===== src/rtl/data_memory_unit.sv =====
// Data-memory front end for the MEM stage.
// The core port does byte/half/word(/double) accesses with lane write enables and a
// registered one-cycle read. A second read port feeds a debug FSM that streams every
// word out without touching the core port.
module data_memory_unit #(
   parameter int NB_DATA_BUS  = 32,
   parameter int N_ADDRESS    = 128,
   parameter int NB_ADDRESS   = $clog2(N_ADDRESS),
   parameter int N_LANES      = NB_DATA_BUS/8,
   parameter int N_WORDS      = N_ADDRESS/N_LANES,
   parameter int NB_WORD_ADDR = $clog2(N_WORDS)
) (
   input  logic                    i_clk,
   input  logic                    i_reset,
   input  logic [NB_ADDRESS-1:0]   i_addr,
   input  logic [1:0]              i_addressing,
   input  logic                    i_r_en,
   input  logic                    i_r_signing,
   input  logic                    i_w_en,
   input  logic [NB_DATA_BUS-1:0]  i_w_data,
   output logic [NB_DATA_BUS-1:0]  o_r_data,
   output logic                    o_r_valid,
   output logic                    o_misaligned,
   input  logic                    i_d_start,
   output logic                    o_d_busy,
   output logic                    o_d_valid,
   output logic [NB_WORD_ADDR-1:0] o_d_addr,
   output logic [NB_DATA_BUS-1:0]  o_d_r_data,
   output logic                    o_d_done
);
   localparam int LB = $clog2(N_LANES);
   localparam logic [N_LANES-1:0] BE_B = N_LANES'(1);
   localparam logic [N_LANES-1:0] BE_H = N_LANES'(3);
   localparam logic [N_LANES-1:0] BE_W = N_LANES'(15);

   typedef enum logic [1:0] {S_IDLE, S_DUMP, S_DONE} state_t;

   logic [NB_DATA_BUS-1:0]  r_mem [N_WORDS];

   logic [LB-1:0]           w_off;
   logic [NB_WORD_ADDR-1:0] w_word_addr;
   logic                    w_legal;
   logic                    w_we;
   logic                    w_re;
   logic [N_LANES-1:0]      w_be;
   logic [NB_DATA_BUS-1:0]  w_wdata;

   logic [NB_DATA_BUS-1:0]  r_rd_word;
   logic [LB-1:0]           r_off;
   logic [1:0]              r_size;
   logic                    r_sign;
   logic                    r_r_valid;
   logic                    r_misaligned;
   logic [NB_DATA_BUS-1:0]  w_shift;
   logic [NB_DATA_BUS-1:0]  w_ext_w;
   logic [NB_DATA_BUS-1:0]  w_ext;

   state_t                  r_state;
   logic [NB_WORD_ADDR-1:0] r_cnt;
   logic                    r_d_busy;
   logic                    r_d_valid;
   logic [NB_WORD_ADDR-1:0] r_d_addr;
   logic [NB_DATA_BUS-1:0]  r_d_data;
   logic                    r_d_done;

   assign w_off       = i_addr[LB-1:0];
   assign w_word_addr = i_addr[NB_ADDRESS-1:LB];

   // Alignment check, lane enables and replicated store data for the current request.
   always_comb begin
      w_legal = 1'b0;
      w_be    = '0;
      w_wdata = i_w_data;
      case (i_addressing)
         2'b00: begin
            w_legal = 1'b1;
            w_be    = BE_B << w_off;
            w_wdata = {N_LANES{i_w_data[7:0]}};
         end
         2'b01: begin
            w_legal = ~i_addr[0];
            w_be    = BE_H << w_off;
            w_wdata = {(N_LANES/2){i_w_data[15:0]}};
         end
         2'b11: begin
            w_legal = (i_addr[1:0] == 2'b00);
            w_be    = BE_W << w_off;
            w_wdata = {(N_LANES/4){i_w_data[31:0]}};
         end
         default: begin
            w_legal = (NB_DATA_BUS == 64) && (i_addr[2:0] == 3'b000);
            w_be    = '1;
            w_wdata = i_w_data;
         end
      endcase
   end

   // A write always beats a simultaneous read.
   assign w_we = i_w_en & w_legal;
   assign w_re = i_r_en & ~i_w_en & w_legal;

   // Byte-lane writes; memory contents are never reset.
   always_ff @(posedge i_clk) begin
      if (w_we) begin
         for (int i = 0; i < N_LANES; i++) begin
            if (w_be[i]) r_mem[w_word_addr][i*8 +: 8] <= w_wdata[i*8 +: 8];
         end
      end
   end

   // Core read capture: RAM word plus the access shape, and the status strobes.
   always_ff @(posedge i_clk or posedge i_reset) begin
      if (i_reset) begin
         r_rd_word    <= '0;
         r_off        <= '0;
         r_size       <= 2'b00;
         r_sign       <= 1'b0;
         r_r_valid    <= 1'b0;
         r_misaligned <= 1'b0;
      end else begin
         r_r_valid    <= w_re;
         r_misaligned <= (i_r_en | i_w_en) & ~w_legal;
         if (w_re) begin
            r_rd_word <= r_mem[w_word_addr];
            r_off     <= w_off;
            r_size    <= i_addressing;
            r_sign    <= i_r_signing;
         end
      end
   end

   assign w_shift = r_rd_word >> {r_off, 3'b000};

   generate
      if (NB_DATA_BUS == 64) begin : g_word64
         assign w_ext_w = {{(NB_DATA_BUS-32){r_sign & w_shift[31]}}, w_shift[31:0]};
      end else begin : g_word32
         assign w_ext_w = w_shift;
      end
   endgenerate

   // Extension of the selected field; holds while the capture registers hold.
   always_comb begin
      w_ext = w_shift;
      case (r_size)
         2'b00:   w_ext = {{(NB_DATA_BUS-8){r_sign & w_shift[7]}}, w_shift[7:0]};
         2'b01:   w_ext = {{(NB_DATA_BUS-16){r_sign & w_shift[15]}}, w_shift[15:0]};
         2'b11:   w_ext = w_ext_w;
         default: w_ext = w_shift;
      endcase
   end

   assign o_r_data     = w_ext;
   assign o_r_valid    = r_r_valid;
   assign o_misaligned = r_misaligned;

   // Debug dump FSM on the second read port; the last word and done leave together.
   always_ff @(posedge i_clk or posedge i_reset) begin
      if (i_reset) begin
         r_state   <= S_IDLE;
         r_cnt     <= '0;
         r_d_busy  <= 1'b0;
         r_d_valid <= 1'b0;
         r_d_addr  <= '0;
         r_d_data  <= '0;
         r_d_done  <= 1'b0;
      end else begin
         case (r_state)
            S_IDLE: begin
               r_d_valid <= 1'b0;
               r_d_done  <= 1'b0;
               if (i_d_start) begin
                  r_state  <= S_DUMP;
                  r_cnt    <= '0;
                  r_d_busy <= 1'b1;
               end
            end
            S_DUMP: begin
               r_d_data  <= r_mem[r_cnt];
               r_d_addr  <= r_cnt;
               r_d_valid <= 1'b1;
               r_cnt     <= r_cnt + 1'b1;
               if (r_cnt == NB_WORD_ADDR'(N_WORDS-1)) begin
                  r_state  <= S_DONE;
                  r_d_done <= 1'b1;
               end
            end
            S_DONE: begin
               r_state   <= S_IDLE;
               r_d_valid <= 1'b0;
               r_d_done  <= 1'b0;
               r_d_busy  <= 1'b0;
            end
            default: r_state <= S_IDLE;
         endcase
      end
   end

   assign o_d_busy   = r_d_busy;
   assign o_d_valid  = r_d_valid;
   assign o_d_addr   = r_d_addr;
   assign o_d_r_data = r_d_data;
   assign o_d_done   = r_d_done;

endmodule


===== config.mk =====
export PLATFORM = sky130hd
export DESIGN_NAME = data_memory_unit
export DESIGN_NICKNAME = d
export VERILOG_FILES = /design/src/rtl/data_memory_unit.sv
export SDC_FILE = /design/constraint.sdc
export NUM_CORES = 2
export LEC_CHECK = 0
export ABC_AREA = 1
export CORE_MARGIN = 1
export CORE_UTILIZATION = 42
export DETAILED_ROUTE_END_ITERATION = 10
export SETUP_SLACK_MARGIN = 0.3
export SYNTH_ARGS = -nofsm -noshare
export SYNTH_HDL_FRONTEND = slang
export SYNTH_SLANG_ARGS = --single-unit

===== constraint.sdc =====
create_clock -name i_clk -period 6.09 [get_ports i_clk]
set_input_delay 1.218 -clock i_clk [delete_from_list [all_inputs] [get_ports i_clk]]
set_output_delay 1.218 -clock i_clk [all_outputs]
set_load 0.05 [all_outputs]

==> summary by stage <==
Yosys
In this run, distinct cell masters in the synthesized netlist total 31. Synthesis produced a netlist with a net count of approximately 7.4k. The proportion of netlist area held by the largest area contributor is 0.522. The synthesized netlist occupies a cell area of slightly below 60,000 sq um. Yosys attributes the largest share of cell area to sky130_fd_sc_hd__edfxtp_1, sky130_fd_sc_hd__nand2_1, sky130_fd_sc_hd__nand3_1.

Summed over all instances, the cell type with the most area after synthesis is sky130_fd_sc_hd__edfxtp_1. For this run, the register share of the synthesized area comes to 0.559. The count of warnings emitted by yosys is 0.

Synthesis produced approximately 7.3k cells. The flop and latch count out of synthesis is 1,110. A synthesized cell averages around 8 sq um.

Worst setup path
Traced cell by cell, the critical path runs through inv_1 > nand2_1 > a21oi_1 > nand3_1 > nand2_1 > nand2_2 > o21ai_0 > clkdlybuf4s50_1. For this design, the slowest cell found on the critical path is sky130_fd_sc_hd__dfrtp_1. The largest single stage delay on the critical path is a little under 1000 ps. STA classifies the critical path endpoint as a primary output.

The worst setup path is launched from a register. At the worst endpoint, the required time is 4870 ps. Along the worst path, the maximum fanout reaches 36. The worst setup path is of the reg2out kind. Data arrives at the worst endpoint at 3870 ps. The most frequent cell on the critical path is sky130_fd_sc_hd__nand2_1.

STA
Summed over all failing endpoints, the final setup total negative slack is 0 ps. The count of final max-slew check failures is 0. Setup violations remaining at the end of the flow were counted as 0. Of the available clock period, the critical path in the final layout requires 0.835. The final clock skew is about 34 ps. The slew of the pin with the lowest slew margin is about 1300 ps. The number of failing hold endpoints at the final stage is 0.

Subtracting the final worst setup slack from the clock period gives a little over 5000 ps. The least setup slack across all paths after layout is between 1000 and 1500 ps. Across all hold checks on the routed design, the worst slack comes to 491 ps.

The tightest slew margin relative to the limit is 0.141. Setup repair after global routing left no endpoint under its margin. The fmax is 197 MHz.

Floorplanning
The starting density of the core is 0.426. The die width is around 380 um. The initialized floorplan defines between 100 and 150 standard-cell rows.

The die area is roughly 140,000 sq um. The floorplan step defined a core boundary enclosing approximately 140,000 sq um. For this design the top-level I/O count stands at approximately 120. The vertical extent of the die is between 300 and 400 um.

Detailed routing
The total vias in the final route is around 51k. The DRC violation count after routing is 0. Dividing the detail-routed wire length by the instance count gives between 20 and 25 um. The first-pass detailed-route iteration total is 7.

The final layout contains routed wiring with a total length of 217 mm. The post-route antenna net violation count is 0. Using the TritonRoute via totals, the vias-per-cell ratio works out to about 5.5. For this block, the initial DRC count from the detailed router was around 7.2k.

Place
The estimated wirelength of the detail-placed design is around 130 mm. The placement-stage worst setup slack is approximately 760 ps. Port buffering added 120 buffers. The global placement routability congestion is between 0.9 and 1.

CTS
In this run, CTS created clock tree buffers numbering about 120. TritonCTS built the clock tree. Counting along the longest clock path gives a buffer depth of 3. Once the clock tree was built, the setup fixing pass inserted 0 buffers. CTS saw about 1.1k sinks. The number of gates given a new drive strength after cts is 0.

The root cell of the clock tree is sky130_fd_sc_hd__clkbuf_16. The later pin in the worst-skew pair is clocked with a latency of 750 ps. The deepest level of the CTS H-tree is 3.

The clock-pin slew of the registers on the worst-case setup and hold paths is 60 ps. The count of hold buffers inserted by post-cts repair is 0.

Final layout
The top cell types in the final layout, fill and taps aside, are sky130_fd_sc_hd__nand2_1, sky130_fd_sc_hd__edfxtp_1, sky130_fd_sc_hd__nor2_1, sky130_fd_sc_hd__nand3_1, sky130_fd_sc_hd__inv_1. The filler cells instantiated in the layout total 13.5k. The area added between synthesis and finish is 10.1%.

After the last flow step, the layout net total stands at 7,276. Of the cells placed in the final design, the portion with a size suffix greater than 1 is 0.0528. At the end of the flow the core is filled with cells to 0.469. The library cell used most frequently in the layout, excluding fill and tap cells, is sky130_fd_sc_hd__nand2_1.

Min path
The path category of the worst min-delay check is reg2reg.

Global route
The number of global-route vias before repair is ~47k. The largest net degree at the start of global routing is about 190. The aggregate global routing overflow is 0. The initial antenna violation count is 6. The total global routing track utilization is 0.301. The wire length of the first global-routing pass is between 300 and 400 mm.

Pwr
The completed layout was analyzed and its total power is ~27 mW. Dividing total power by cell area gives a power density of 410 nW/um^2. VDD sags by at most about 0.50 mV. The static leakage is about 28 nW.

Run
The max-cap violation count is 0.

Outcome
The run finished with clean final reports.
==> flip-flops by register name, summed over array words and instances (netlist names) <==
signal	cells
r_sign	1
r_cnt	5
o_d_valid	1
r_mem	1024
o_d_r_data	32
r_state	2
r_rd_word	32
o_r_valid	1
o_misaligned	1
o_d_addr	5
o_d_busy	1
r_size	2
r_off	2
o_d_done	1
==> power breakdown <==
| group | switching (mW) | internal [mW] |
|---|---|---|
| registers | 0.426 | 8.64 |
| logic | 7.36 | 2.52 |
| clock network | 3.18 | 4.47 |
| total | 11.0 | 15.6 |
==> cells in the mapped netlist <==
master / number
sky130_fd_sc_hd__nand2_2: 8
sky130_fd_sc_hd__buf_6: 84
sky130_fd_sc_hd__nor2_2: 4
sky130_fd_sc_hd__or2_2: 16
sky130_fd_sc_hd__o21ai_1: 62
sky130_fd_sc_hd__o21ai_2: 7
sky130_fd_sc_hd__xor2_1: 1
sky130_fd_sc_hd__nand3_1: 520
sky130_fd_sc_hd__o211ai_1: 20
sky130_fd_sc_hd__buf_2: 142
sky130_fd_sc_hd__nor3_4: 8
sky130_fd_sc_hd__edfxtp_1: 1024
sky130_fd_sc_hd__o21bai_1: 1
sky130_fd_sc_hd__nor2_1: 666
sky130_fd_sc_hd__buf_8: 1
sky130_fd_sc_hd__o22ai_1: 2
sky130_fd_sc_hd__nand3_2: 2
sky130_fd_sc_hd__clkinv_1: 1
sky130_fd_sc_hd__nand3b_1: 1
sky130_fd_sc_hd__buf_4: 80
sky130_fd_sc_hd__buf_1: 32
sky130_fd_sc_hd__a21boi_2: 1
sky130_fd_sc_hd__inv_2: 9
sky130_fd_sc_hd__dfrtp_1: 86
sky130_fd_sc_hd__clkbuf_1: 109
sky130_fd_sc_hd__ha_1: 2
sky130_fd_sc_hd__o21ai_0: 327
sky130_fd_sc_hd__a21oi_1: 35
sky130_fd_sc_hd__inv_4: 1
sky130_fd_sc_hd__inv_1: 351
sky130_fd_sc_hd__nand2_1: 3718
==> cell type report <==
type,instances,area (sq um),area share
antenna,1,2.50,0.0000386
clock buffer,169,3490,0.0538
clock inverter,59,607,0.00937
timing repair buffer,231,2180,0.0337
sequential,1110,32900,0.508
inverter,362,1400,0.0216
multi-input combinational,5401,21900,0.338
tap,1863,2330,0.0360
==> final timing paths <==
check	from	to	slack, ps	cells after the start
max	r_off[0]	o_r_data[28]	1010	8
min	o_d_addr[3]	o_d_addr[3]	490	2
max reg2reg	r_cnt[0]	o_d_r_data[3]	2730	9
min reg2reg	o_d_addr[3]	o_d_addr[3]	490	2
max in group asynchronous	i_reset	o_d_r_data[11]	3780	3
min in group asynchronous	i_reset	o_d_r_data[23]	1050	2
==> through the flow <==
stage,instance area (sq um),std cells
2_1_floorplan,58900,7321
3_3_place_gp,60700,8967
3_5_place_dp,60700,8967
4_1_cts,64800,9195
5_1_grt,64800,9195
6_report,64800,9196
==> cell families (layout without fill, tap and decap cells) <==
logic type,Yosys count,in the layout,share of synthesized area
compound gates,455,455,0.0402
xor+xnor,1,1,0.000149
fa+ha+maj,2,2,0.000425
buf+inv,810,821,0.0707
flops,1110,1110,0.559
other cells,0,1,0
simple gates,4943,4943,0.329
==> worst max-delay path: cells and delay by family (launching register included) <==
| kind | cells | cell delay [ps] |
|---|---|---|
| compound gates | 2 | 260 |
| buf+inv | 2 | 1260 |
| flops | 1 | 970 |
| simple gates | 4 | 620 |
==> layer usage <==
metal / share of wire / track usage
met5: 0.00029 / 0
met4: 0.048 / 0.138
met3: 0.10 / 0.0481
met2: 0.44 / 0.461
met1: 0.41 / 0.420
Power figures use the tool's default switching activity.
